`src/rtl/cdb_arbiter.sv`:
```
// Common Data Bus arbiter: each functional unit feeds a small result FIFO, and a
// round-robin arbiter broadcasts one FIFO head per cycle on a registered CDB.
module cdb_fu_fifo #(
    parameter int BIT_WIDTH = 32,
    parameter int TAG_WIDTH = 8,
    parameter int BUF_DEPTH = 2
) (
    input  logic                 clk,
    input  logic                 reset,
    input  logic                 flush,
    input  logic                 valid,
    input  logic [TAG_WIDTH-1:0] tag,
    input  logic [BIT_WIDTH-1:0] value,
    input  logic                 pop,
    output logic                 ready,
    output logic                 nonempty,
    output logic [TAG_WIDTH-1:0] head_tag,
    output logic [BIT_WIDTH-1:0] head_value
);
    localparam int PW = $clog2(BUF_DEPTH);

    logic [TAG_WIDTH-1:0] tag_mem   [BUF_DEPTH];
    logic [BIT_WIDTH-1:0] value_mem [BUF_DEPTH];
    logic [PW-1:0]        wr_ptr, rd_ptr;
    logic [PW:0]          count;
    logic                 push;

    // Ready comes from the registered count only, so a full buffer stays closed
    // even on the edge where its head is being popped.
    assign ready      = count < (PW+1)'(BUF_DEPTH);
    assign nonempty   = count != '0;
    assign push       = valid && ready;
    assign head_tag   = tag_mem[rd_ptr];
    assign head_value = value_mem[rd_ptr];

    always_ff @(posedge clk or posedge reset) begin
        if (reset) begin
            count  <= '0;
            wr_ptr <= '0;
            rd_ptr <= '0;
        end else if (flush) begin
            count  <= '0;
            wr_ptr <= '0;
            rd_ptr <= '0;
        end else begin
            if (push) wr_ptr <= wr_ptr + 1'b1;
            if (pop)  rd_ptr <= rd_ptr + 1'b1;
            if (push && !pop)      count <= count + 1'b1;
            else if (!push && pop) count <= count - 1'b1;
        end
    end

    always_ff @(posedge clk) begin
        if (push && !flush) begin
            tag_mem[wr_ptr]   <= tag;
            value_mem[wr_ptr] <= value;
        end
    end
endmodule

module cdb_arbiter #(
    parameter int NUM_FU    = 4,
    parameter int BIT_WIDTH = 32,
    parameter int TAG_WIDTH = 8,
    parameter int BUF_DEPTH = 2
) (
    input  logic                              clk,
    input  logic                              reset,
    input  logic                              flush,
    input  logic [NUM_FU-1:0]                 fu_valid,
    input  logic [NUM_FU-1:0][TAG_WIDTH-1:0]  fu_tag,
    input  logic [NUM_FU-1:0][BIT_WIDTH-1:0]  fu_result,
    output logic [NUM_FU-1:0]                 fu_ready,
    output logic                              cdb_valid,
    output logic [TAG_WIDTH-1:0]              cdb_tag,
    output logic [BIT_WIDTH-1:0]              cdb_value,
    output logic [$clog2(NUM_FU)-1:0]         cdb_src
);
    localparam int SRC_W = $clog2(NUM_FU);
    localparam int IDX_W = SRC_W + 1;

    logic [NUM_FU-1:0]                nonempty, pop;
    logic [NUM_FU-1:0][TAG_WIDTH-1:0] head_tag;
    logic [NUM_FU-1:0][BIT_WIDTH-1:0] head_value;
    logic [SRC_W-1:0]                 rr_ptr, winner, rr_next;
    logic                             found;

    generate
        for (genvar i = 0; i < NUM_FU; i++) begin : g_fu
            cdb_fu_fifo #(
                .BIT_WIDTH(BIT_WIDTH),
                .TAG_WIDTH(TAG_WIDTH),
                .BUF_DEPTH(BUF_DEPTH)
            ) u_fifo (
                .clk       (clk),
                .reset     (reset),
                .flush     (flush),
                .valid     (fu_valid[i]),
                .tag       (fu_tag[i]),
                .value     (fu_result[i]),
                .pop       (pop[i]),
                .ready     (fu_ready[i]),
                .nonempty  (nonempty[i]),
                .head_tag  (head_tag[i]),
                .head_value(head_value[i])
            );
            assign pop[i] = found && !flush && (winner == SRC_W'(i));
        end
    endgenerate

    // Scan from rr_ptr upward; the wrap is a compare so non-power-of-two NUM_FU works.
    always_comb begin
        logic [IDX_W-1:0] idx;
        idx    = '0;
        found  = 1'b0;
        winner = '0;
        for (int k = 0; k < NUM_FU; k++) begin
            idx = {1'b0, rr_ptr} + IDX_W'(k);
            if (idx >= IDX_W'(NUM_FU)) idx = idx - IDX_W'(NUM_FU);
            if (!found && nonempty[idx[SRC_W-1:0]]) begin
                found  = 1'b1;
                winner = idx[SRC_W-1:0];
            end
        end
    end

    assign rr_next = (winner == SRC_W'(NUM_FU - 1)) ? '0 : winner + 1'b1;

    always_ff @(posedge clk or posedge reset) begin
        if (reset) begin
            cdb_valid <= 1'b0;
            cdb_tag   <= '0;
            cdb_value <= '0;
            cdb_src   <= '0;
            rr_ptr    <= '0;
        end else if (flush) begin
            cdb_valid <= 1'b0;
            rr_ptr    <= '0;
        end else if (found) begin
            cdb_valid <= 1'b1;
            cdb_tag   <= head_tag[winner];
            cdb_value <= head_value[winner];
            cdb_src   <= winner;
            rr_ptr    <= rr_next;
        end else begin
            cdb_valid <= 1'b0;
        end
    end
endmodule

```
`config.mk`:
```
export PLATFORM = sky130hd
export DESIGN_NAME = cdb_arbiter
export DESIGN_NICKNAME = d
export VERILOG_FILES = /design/src/rtl/cdb_arbiter.sv
export SDC_FILE = /design/constraint.sdc
export NUM_CORES = 1
export LEC_CHECK = 0
export ABC_AREA = 1
export ABC_CLOCK_PERIOD_IN_PS = 6100
export BUFFER_PORTS_ARGS = -buffer_cell sky130_fd_sc_hd__buf_2
export CORE_MARGIN = 2
export CORE_UTILIZATION = 34
export DETAILED_ROUTE_END_ITERATION = 10
export MAX_ROUTING_LAYER = met4
export PLACE_DENSITY_LB_ADDON = 0.1
export SLEW_MARGIN = 20
export SYNTH_ARGS = -nofsm -noshare
export SYNTH_HDL_FRONTEND = slang
export SYNTH_SLANG_ARGS = --single-unit
```
`constraint.sdc`:
```
create_clock -name clk -period 6.1 [get_ports clk]
set_input_delay 0.61 -clock clk [delete_from_list [all_inputs] [get_ports clk]]
set_output_delay 0.61 -clock clk [all_outputs]
set_load 0.05 [all_outputs]
```
# Word level (Yosys, flattened, before mapping)
# Memory sizes are Yosys's and may differ from the RTL's.
# Index checks and enable logic that the tools add are counted.
[totals]
latchBits = 0
input_bits = 167
romBits = 0
regBits = 61
memories = 8
elab_cells = 186
ram_bits = 320
[classes]
reduce_logical = 55
n_eq_ne = 3
muxes = 65
n_div = 0
bitwise_logic = 1
magnitude_cmp = 13
addsub = 24
n_shift = 0
n_mul = 0
[memory_table]
columns = ["memory", "depth", "word_bits", "rd", "rd_ports_with_merged_regs", "wr", "line", "source"]
rows = [
  ["g_fu[0].u_fifo.value_mem", 2, 32, 1, 0, 1, "23", "logic [BIT_WIDTH-1:0] value_mem [BUF_DEPTH];"],
  ["g_fu[1].u_fifo.value_mem", 2, 32, 1, 0, 1, "23", ""],
  ["g_fu[2].u_fifo.value_mem", 2, 32, 1, 0, 1, "23", ""],
  ["g_fu[3].u_fifo.value_mem", 2, 32, 1, 0, 1, "23", ""],
  ["g_fu[0].u_fifo.tag_mem", 2, 8, 1, 0, 1, "22", "logic [TAG_WIDTH-1:0] tag_mem [BUF_DEPTH];"],
  ["g_fu[1].u_fifo.tag_mem", 2, 8, 1, 0, 1, "22", ""],
  ["+2 memories", "--", "--", "--", "--", "--", "--", ""],
]
[ops]
columns = ["operator", "count"]
rows = [
  ["$bmux W32 S2", 1],
  ["$mux W2", 23],
  ["$mux W1", 34],
  ["$mux W32", 1],
  ["$reduce_bool A2 Y1", 13],
  ["$logic_and A1 B1 Y1", 24],
  ["$bmux W8 S2", 1],
  ["$sub A2 B1 Y2 const B", 8],
  ["$lt A2 B3 Y1 const B", 5],
  ["$logic_not A1 Y1", 12],
  ["$reduce_bool A3 Y1", 4],
  ["$add A2 B1 Y2 const B", 5],
  ["$ge A3 B3 Y1 const B", 3],
  ["$add A1 B1 Y1 const B", 8],
  ["$bmux W1 S2", 4],
  ["$lt A2 B2 Y1 const B", 4],
  ["$mux W8", 1],
  ["$add A2 B2 Y3 const B", 2],
  ["$eq A2 B2 Y1 const B", 2],
  ["$add A2 B1 Y3 const B", 1],
  ["$ge A2 B3 Y1 const B", 1],
  ["$eq A2 B1 Y1 const B", 1],
  ["$logic_not A2 Y1", 1],
  ["$reduce_and A2 Y1", 1],
  ["$not A1 Y1", 1],
]

# Longest topological paths before layout
[logic_depth]
word_depth = 20
depth_mapped = 17
ltp_nobuf = 15

# Cells and area by module
# A second synthesis with hierarchy kept.
[hier_totals]
hier_cells = 1382
hier_area_um2 = 17454.2
[modules_own_cells]
columns = ["module", "area_each_um2", "n_inst", "cells_per_inst"]
rows = [
  ["cdb_fu_fifo", 3319.4, 4, 161],
  ["cdb_arbiter", 4176.5, 1, 738],
]

# Worst setup path after synthesis
# OpenSTA, ideal clock, no wires.
[synth_timing]
path_kind = "input to register"
startpoint = "input port flush"
endpoint = "memory g_fu[0].u_fifo.tag_mem[1][0] (enable)"
required_ns = 5.663
slack_ns = 2.861
setup_time_ns = 0.437
arrival_time_ns = 2.802
stages = 4
cell_sequence = "clkinv_1 -> clkbuf_1 -> nand2_1 -> nor2_1"
[synth_via]
elab_chain_len = 4
[synth_lines]
columns = ["item", "line", "source"]
rows = [
  ["start: declaration", "69", "input logic flush,"],
  ["$logic_not A1 Y1", "54", "if (push && !flush) begin"],
  ["$logic_and A1 B1 Y1", "54", ""],
  ["$mux W1", "54", ""],
  ["$mux W1 (not written as such)", "55", "tag_mem[wr_ptr] <= tag;"],
  ["end: declaration", "22", ""],
]
# Every way passes these cells.

# Worst setup path in the final report
[layout_timing]
startpoint = "register rr_ptr[0]"
endpoint = "register cdb_value[27]"
[layout_via]
elab_chain_len = 16
[layout_lines]
columns = ["item", "line", "source"]
rows = [
  ["start: declaration", "85", "logic [SRC_W-1:0] rr_ptr, winner, rr_next;"],
  ["start signal: assignment", "144", "rr_ptr <= rr_next;"],
  ["parallel branches: the longest is 16 deep, another holds $add A2 B1 Y3", "--", ""],
  ["end signal: assignment", "142", "cdb_value <= head_value[winner];"],
  ["end: declaration", "76", "output logic [BIT_WIDTH-1:0] cdb_value,"],
]
# Parallel ways; which one is timed is not known. The select of a mux whose other input is x is not followed.
# A chain may end at the register's enable or synchronous reset.

==> impl_metrics.ini <==
[outcome]
status = finished clean

[clocking]
cts_tree = yes
cts_made_buffers = 43
postCtsSetupRepairBufs = 0
cts_max_path_buffers = 3
cts_resized = 0
cts.sinks = 381
cts.clk_slew.worst_paths_ns = 0.07
cts_root_buf = clkbuf_16
htree_levels = 2
clock_latency_ns = 0.56
cts_hold_buf = 0

[route]
via_per_inst = 4.70
first_iter_violations = 475
first_pass_iters = 5
wire_per_inst_um = 20.7
wl_um = 41200
drtAntennaViolNets = 0
drc = 0
via_count = 9353

[final_layout]
instances_no_fill = 1990
nNetsFinal = 1526
synthToLayoutAreaGrowth_pct = 20.3
drive_gt1_frac = 0.242
utilization = 0.415
num-fill-cells = 4254

[timing]
min_period_ns = 3.19
setup-tns-final_ns = 0
relSlewSlack = 0.283
hold_viol = 0
post-route-period-util = 0.522
clock_skew_ns = 0.0184
worstMarginPinSlew_ns = 1.08
setup_violations = 0
maxSlewViolCount = 0
rsz0062_at_grt = no
clock.fmax_mhz = 314

[floorplanning]
die_y_um = 216
die_w_um = 216
dieArea_um2 = 46600
core_um2 = 44300
rows = 77
start_util = 0.345
io_pins = 214

[power_and_ir_drop]
vdd_drop_max_v = 0.000499
p_per_area_nw_per_um2 = 550
leakagePower_nw = 6.79

[hold_path]
hp-start = fu_result[101]
hold_end = g_fu[3].u_fifo.value_mem[1][5]
hold_path.class = in -> reg
hold_depth = 1

[place]
post-place-cells = 1905
globalplace.congestion = 0.867
dp_hpwl_um = 27000
port_buffers = 213

[yosys]
synth_nets = 1310
synth-seq-area-share = 0.729
yosysWarnings = 0
yosys_register_bits = 381
syn_area_per_cell_um2 = 13.4
synthCells = 1142
synth_cell_types = 32
syn_area_um2 = 15300

[grt]
met1_usage = 0.216
top_usage_layer = met2
grt_pass1_vias = 9584
antenna_found_initial = 7
gr-usage-met3 = 0.0365
grtUsageTotal = 0.181
gr-total-overflow = 0
grt_start_max_net_pins = 62
grt_first_pass_wirelength_um = 60000
use_met2 = 0.307

[critical_path]
r2r_slack_ns = 2.91
cp-end-kind = flop
timing.rr.end = cdb_value[27]
path_max_fanout = 46
critPathRequiredTime_ns = 6.53
rr_startpoint = rr_ptr[0]
cp_data_arrival_time_ns = 3.61
rr_worst_depth = 13
criticalPathCategory = reg -> reg
setup.worst_path.start_class = flop

[run]
cap_viol_max_count = 0
routing by layer:
metal  vias up  routed length [um]
li1       4536                   -
met4         0                1120
met1      4539               17200
met5         -                   0
met2       209               20800
met3        69                2030
state kept, by name, indices dropped and copies added, names as in the netlist:
| signal | count |
|---|---|
| cdb_value | 32 |
| cdb_valid | 1 |
| cdb_tag | 8 |
| g_fu.u_fifo.count | 8 |
| g_fu.u_fifo.value_mem | 256 |
| cdb_src | 2 |
| g_fu.u_fifo.rd_ptr | 4 |
| g_fu.u_fifo.tag_mem | 64 |
| g_fu.u_fifo.wr_ptr | 4 |
| rr_ptr | 2 |
power by group:
| part | internal, mW | leakage [nW] | switching, mW |
|---|---|---|---|
| Sequential | 3.22 | 3.65 | 0.230 |
| Clock | 1.56 | 0.686 | 1.02 |
| Combinational | 1.02 | 2.46 | 3.06 |
| Total | 5.79 | 6.79 | 4.31 |
worst max-delay path, stage by stage (launching register included):
cell and delay (ns):
dfrtp_1 0.57, inv_2 0.15, nand2_1 0.15, nand2_1 0.06, nand2_1 0.07, nand2_2 0.08
nor2_1 0.12, nand2_1 0.06, nand2_1 0.11, nand3_4 0.50, nand2_4 0.69, o21ai_1 0.10
nor2_1 0.26, a21oi_1 0.10
area by class of cell:
class | count | area, um2 | area share
Tap cell | 592 | 741 | 0.0403
Multi-Input combinational cell | 680 | 3800 | 0.207
Clock buffer | 66 | 1230 | 0.0671
Inverter | 21 | 78.8 | 0.00429
Clock inverter | 12 | 166 | 0.00906
Timing Repair Buffer | 231 | 1200 | 0.0654
Sequential cell | 381 | 11100 | 0.606
Antenna cell | 7 | 17.5 | 0.000953
cell families after synthesis:
group                    Yosys count  synth area share
AND/OR/NAND/NOR                  372             0.102
buffers and inverters             81            0.0267
XOR/XNOR                           1          0.000573
flip-flops                       381             0.729
adder cells (fa/ha/maj)            1          0.000819
AO/OA/AOI/OAI                    186            0.0623
multiplexers                     120            0.0786
cell usage after synthesis (all sizes together):
cell type / instances / area share
clkbuf: 30 / 0.0075
o21ai: 92 / 0.030
mux2i: 120 / 0.079
dfrtp: 61 / 0.10
nand3b: 2 / 0.00098
o22ai: 6 / 0.0025
buf: 30 / 0.014
clkinv: 2 / 0.00049
ha: 1 / 0.00082
inv: 19 / 0.0047
nand2: 124 / 0.033
nand3: 21 / 0.0090
a21oi: 87 / 0.029
nand4: 4 / 0.0025
nor2: 221 / 0.056
xor2: 1 / 0.00057
o211ai: 1 / 0.00049
edfxtp: 320 / 0.63
per-stage QoR:
step | total power [mW] | setup slack (ns) | hold WS, ns | cell area (um2)
after floorplan | 6.37 | 2.86 | 0.458 | 15300
after global placement | 7.70 | 2.96 | 0.480 | 17000
after detailed placement | 7.72 | 2.94 | 0.485 | 17000
after CTS | 10.3 | 2.94 | 0.204 | 18400
after global routing | 10.7 | 2.51 | 0.217 | 18400
final | 10.1 | 2.91 | 0.237 | 18400
placed cells by master (no fill, tap or decap), drive strengths merged, types with 8 or more instances in the layout:
master    n
o21ai    92
inv      21
edfxtp  320
buf     231
nand3    21
mux2i   120
nor2    221
clkinv    8
dfrtp    61
nand2   124
a21oi    87
clkbuf   66
how the worst max path moves through the flow:
stage,from,to,slack [ns]
4_1_cts,rr_ptr[0],cdb_value[27],2.94
3_5_place_dp,rr_ptr[0],cdb_value[27],2.94
5_1_grt,rr_ptr[0],cdb_value[20],2.51
3_3_place_gp,rr_ptr[0],cdb_value[27],2.96
2_1_floorplan,flush,g_fu[0].u_fifo.tag_mem[1][0],2.86
6_report,rr_ptr[0],cdb_value[27],2.91
Power figures use the tool's default switching activity.
